File: src/rtl/fft_stream_fifo.sv
// Synchronous FIFO between FFT pipeline stages: arbitrary depth, occupancy and threshold flags,
// one-cycle read-valid pulses. Define FFT_FIFO_ERR_EN to build the sticky overflow/underflow monitor.
module fft_stream_fifo #(
    parameter int DATA_WD = 10,
    parameter int DEPTH   = 3,
    parameter int AF_LVL  = DEPTH - 1,
    parameter int AE_LVL  = 1,
    localparam int PTR_WD = $clog2(DEPTH),
    localparam int LVL_WD = $clog2(DEPTH + 1)
) (
    input  logic               clk,
    input  logic               rst_n,
    input  logic               wr_vld_i,
    input  logic [DATA_WD-1:0] wr_dat_i,
    output logic               wr_ful_o,
    output logic               wr_afl_o,
    input  logic               rd_vld_i,
    output logic               rd_vld_o,
    output logic [DATA_WD-1:0] rd_dat_o,
    output logic               rd_ept_o,
    output logic               rd_aep_o,
    output logic [LVL_WD-1:0]  lvl_o,
    input  logic               err_clr_i,
    output logic               ovf_o,
    output logic               udf_o
);

    logic [DATA_WD-1:0] mem_q [DEPTH];
    logic [PTR_WD-1:0]  wr_ptr_q, wr_ptr_d, rd_ptr_q, rd_ptr_d;
    logic [LVL_WD-1:0]  lvl_q, lvl_d;
    logic [DATA_WD-1:0] rd_dat_q;
    logic               rd_vld_q;
    logic               rd_acc, wr_acc;

    assign rd_ept_o = (lvl_q == '0);
    assign wr_ful_o = (lvl_q == LVL_WD'(DEPTH));
    assign wr_afl_o = (lvl_q >= LVL_WD'(AF_LVL));
    assign rd_aep_o = (lvl_q <= LVL_WD'(AE_LVL));
    assign lvl_o    = lvl_q;
    assign rd_vld_o = rd_vld_q;
    assign rd_dat_o = rd_dat_q;

    // No bypass: an empty FIFO rejects reads even when a write lands in the same cycle.
    assign rd_acc = rd_vld_i & ~rd_ept_o;
    assign wr_acc = wr_vld_i & (~wr_ful_o | rd_acc);

    always_comb begin
        wr_ptr_d = wr_ptr_q;
        rd_ptr_d = rd_ptr_q;
        lvl_d    = lvl_q;
        if (wr_acc)
            wr_ptr_d = (wr_ptr_q == PTR_WD'(DEPTH - 1)) ? '0 : wr_ptr_q + PTR_WD'(1);
        if (rd_acc)
            rd_ptr_d = (rd_ptr_q == PTR_WD'(DEPTH - 1)) ? '0 : rd_ptr_q + PTR_WD'(1);
        if (wr_acc && !rd_acc)
            lvl_d = lvl_q + LVL_WD'(1);
        else if (!wr_acc && rd_acc)
            lvl_d = lvl_q - LVL_WD'(1);
    end

    always_ff @(posedge clk or negedge rst_n) begin
        if (!rst_n) begin
            wr_ptr_q <= '0;
            rd_ptr_q <= '0;
            lvl_q    <= '0;
            rd_vld_q <= 1'b0;
            rd_dat_q <= '0;
        end else begin
            wr_ptr_q <= wr_ptr_d;
            rd_ptr_q <= rd_ptr_d;
            lvl_q    <= lvl_d;
            rd_vld_q <= rd_acc;
            if (rd_acc)
                rd_dat_q <= mem_q[rd_ptr_q];
        end
    end

    // Storage carries no reset; the level alone defines which entries are live.
    always_ff @(posedge clk) begin
        if (wr_acc)
            mem_q[wr_ptr_q] <= wr_dat_i;
    end

`ifdef FFT_FIFO_ERR_EN
    logic ovf_q, udf_q, ovf_evt, udf_evt;

    assign ovf_evt = wr_vld_i & wr_ful_o & ~rd_acc;
    assign udf_evt = rd_vld_i & rd_ept_o;

    // A new event in the clearing cycle keeps the flag set.
    always_ff @(posedge clk or negedge rst_n) begin
        if (!rst_n) begin
            ovf_q <= 1'b0;
            udf_q <= 1'b0;
        end else begin
            ovf_q <= ovf_evt | (ovf_q & ~err_clr_i);
            udf_q <= udf_evt | (udf_q & ~err_clr_i);
        end
    end

    assign ovf_o = ovf_q;
    assign udf_o = udf_q;
`else
    logic unused_err_clr;
    assign unused_err_clr = err_clr_i;
    assign ovf_o = 1'b0;
    assign udf_o = 1'b0;
`endif

endmodule

File: config.mk
export PLATFORM = sky130hd
export DESIGN_NAME = fft_stream_fifo
export DESIGN_NICKNAME = d
export VERILOG_FILES = /design/src/rtl/fft_stream_fifo.sv
export SDC_FILE = /design/constraint.sdc
export NUM_CORES = 1
export LEC_CHECK = 0
export BUFFER_PORTS_ARGS = -buffer_cell sky130_fd_sc_hd__buf_2
export CAP_MARGIN = 30
export CORE_MARGIN = 8
export CORE_UTILIZATION = 45
export DETAILED_ROUTE_END_ITERATION = 16
export GPL_TIMING_DRIVEN = 0
export PLACE_DENSITY = 0.67
export SLEW_MARGIN = 20
export SYNTH_ARGS = -nofsm -noshare
export SYNTH_HDL_FRONTEND = slang
export SYNTH_SLANG_ARGS = --single-unit
File: constraint.sdc
create_clock -name clk -period 4.32 [get_ports clk]
set_clock_uncertainty 0.05 [all_clocks]
set_input_delay 0.864 -clock clk [delete_from_list [all_inputs] [get_ports clk]]
set_output_delay 0.864 -clock clk [all_outputs]
set_load 0.005 [all_outputs]
==> results.py <==
metrics = {
    "die": {
        "die_x_um": 80.8,
        "fp.dieH_um": 80.8,
        "core-area_um2": 4030,
        "initial_core_util": 0.469,
        "dieArea_um2": 6520,
        "rows": 23,
        "ios": 34,
    },
    "logic_synthesis": {
        "synth_edf_count": 30,
        "syn-mean-instance-area_um2": 14.9,
        "async_reset_ff_frac": 0.362,
        "synth_area_leaders": "edfxtp_1 48%, dfrtp_1 23%, mux2i_1 5.3%",
        "synth_flop_cell": "edfxtp_1",
        "postSynthCellCount": 127,
        "synth_top_cell_by_area": "edfxtp_1",
        "yosysTopAreaCellShare": 0.477,
        "synth_area_um2": 1890,
        "synth_cell_types": 26,
        "ys_seq_area_frac": 0.702,
        "yosysWarningCount": 0,
        "ys_ff_latch": 47,
    },
    "worst_setup_path": {
        "r2r_setup_slack_ns": 2.05,
        "worstSetupEndpointType": "output pin",
        "slowest_stage": "dfrtp_1",
        "worst-setup-path-type": "reg2out",
        "crit_fanout": 5,
        "worstPathArrival_ns": 1.42,
        "r2r-start": "lvl_o[0]",
        "worstPathCellList": "inv_1, ha_1, or2_2, buf_2",
        "path_delay_family": "flip-flops",
        "r2r_end": "mem_q[2][5]",
        "cp-start-kind": "flip-flop",
        "max_stage_delay_ns": 0.45,
        "cp_data_required_time_ns": 3.41,
        "reg2reg_depth": 7,
        "cp_num_buf_inv": 2,
    },
    "drt": {
        "drtIter0Drc": 43,
        "viasPerCell": 5.04,
        "ant_nets": 0,
        "drc": 0,
        "dr_total_vias": 1093,
        "wl_per_cell_um": 15.6,
        "drtPass1Iterations": 4,
        "routed_wl_um": 3380,
    },
    "grt": {
        "grt-ovfl-total": 0,
        "grtUsageTotal": 0.112,
        "grt_pass1_wl_um": 5610,
        "antenna_found_initial": 0,
        "grt_pass1_vias": 1166,
        "grt_max_degree": 18,
    },
    "cts": {
        "root_buffer": "clkbuf_8",
        "clk_pin_slew_ns": 0.08,
        "clk_latency_ns": 0.29,
        "cts_buffer_depth": 2,
        "cts_max_level": 2,
        "cts_hold_buf": 0,
        "cts_resized": 0,
        "cts_sinks": 47,
        "cts_setup_buffers": 0,
        "cts_tree": "yes",
        "cts_buffers": 5,
    },
    "outcome": {
        "status": "finished clean",
    },
    "cells_and_area": {
        "layout_commonest_cell": "buf_2",
        "fin_util": 0.547,
        "drive_above_1_share": 0.305,
        "antennaDiodeCount": 0,
        "syn_to_final_growth_pct": 16.8,
        "final_cell_mix": "32 x buf_2, 30 x edfxtp_1, 17 x dfrtp_1",
        "fin_nets": 186,
        "stdcell_count": 217,
    },
    "sta": {
        "fmax_ghz": 0.429,
        "holdWs_ns": 0.433,
        "setup_tns_ns": 0,
        "post-route-min-period_ns": 2.33,
        "report.final.setup_viol": 0,
        "worst_slew_pin_slew_ns": 0.864,
        "period_share": 0.540,
        "max_slew_margin": 0.424,
        "grt_setup_unrepaired": "no",
        "hold_viol": 0,
        "final_max_slew_viol_count": 0,
    },
    "power": {
        "p_leak_nw": 0.926,
        "ir_drop_uv": 279,
        "powerDensity_nw_per_um2": 639,
    },
    "placed_design": {
        "dpl.cell_count": 209,
        "io_buffers": 30,
        "finalWeightedCongestion": 0.724,
    },
    "flow_run": {
        "maxCapViolCount": 0,
    },
    "worst_hold_path": {
        "min_path_type": "in2async",
    },
}
## power by group
group          switching [mW]  leakage [nW]  internal [mW]
sequential             0.0701         0.486          0.620
combinational           0.259         0.401          0.217
clock                   0.132        0.0392          0.110
## cells by family (layout without fill, tap and decap cells)
| logic type | count (synthesis) | after routing | share of synthesized area |
|---|---|---|---|
| DFF | 47 | 47 | 0.702 |
| adders and majority gates | 5 | 5 | 0.0331 |
| and+or+nand+nor | 29 | 29 | 0.0775 |
| muxes | 10 | 10 | 0.0530 |
| buffers and inverters | 15 | 54 | 0.0457 |
| other | 1 | 2 | 0.00199 |
| xor gates and xnor gates | 2 | 2 | 0.00928 |
| AOI/OAI and AO/OA | 18 | 18 | 0.0769 |
## routing by layer
layer,global-route usage,up-vias,part of all wire
met5,0,-,0
li1,-,531,-
met1,0.131,534,0.40
met3,0.0298,5,0.046
met2,0.192,23,0.55
met4,0.0482,0,0.010
## stage by stage
stage          cell area [um^2]  setup WS, ns  total power, mW
6_report                   2200          1.99             1.41
5_1_grt                    2200          1.90             1.51
4_1_cts                    2200          1.99             1.43
3_5_place_dp               2120          1.87             1.19
3_3_place_gp               2100          1.18             1.16
2_1_floorplan              1890          1.82            0.996
## how the worst max path moves through the flow
stage,from,endpoint,depth (start not counted)
3_3_place_gp,rd_vld_i,mem_q[2][9],5
6_report,lvl_o[0],wr_afl_o,4
2_1_floorplan,rd_vld_i,mem_q[2][0],4
3_5_place_dp,rd_vld_i,mem_q[0][9],4
4_1_cts,lvl_o[0],wr_afl_o,4
5_1_grt,lvl_o[1],mem_q[0][6],5
## cells in the mapped netlist (all sizes together) (2+ instances only)
master	count
edfxtp	30
nand2	13
inv	6
o21ai	3
clkbuf	2
buf	7
o211ai	10
dfrtp	17
ha	5
a21o	3
nand3	10
mux2i	10
nand2b	3
## registers in the layout, summed over array words and instances (netlist names)
register / cells
mem_q: 30
rd_dat_o: 10
lvl_o: 2
rd_ptr_q: 2
wr_ptr_q: 2
rd_vld_o: 1
## final cells by class
cell class | count | area, um^2
fillers | 360 | 1820
flip-flops and latches | 47 | 1330
multi-input cells | 66 | 488
repair buffers | 31 | 158
clock buffers | 5 | 68.8
plain buffers | 9 | 63.8
well taps | 50 | 62.6
inverters | 6 | 22.5
clock inverters | 3 | 15.0
## worst reg2reg max path, delay by kind of cell (launching register included)
kind	cells	cell delay [ns]
AND/OR/NAND/NOR	2	0.58
buffers and inverters	3	0.47
flip-flops	1	0.45
AO/OA/AOI/OAI	1	0.22
adder cells (fa/ha/maj)	1	0.21
Note: power is estimated with default switching activity, not from simulation.
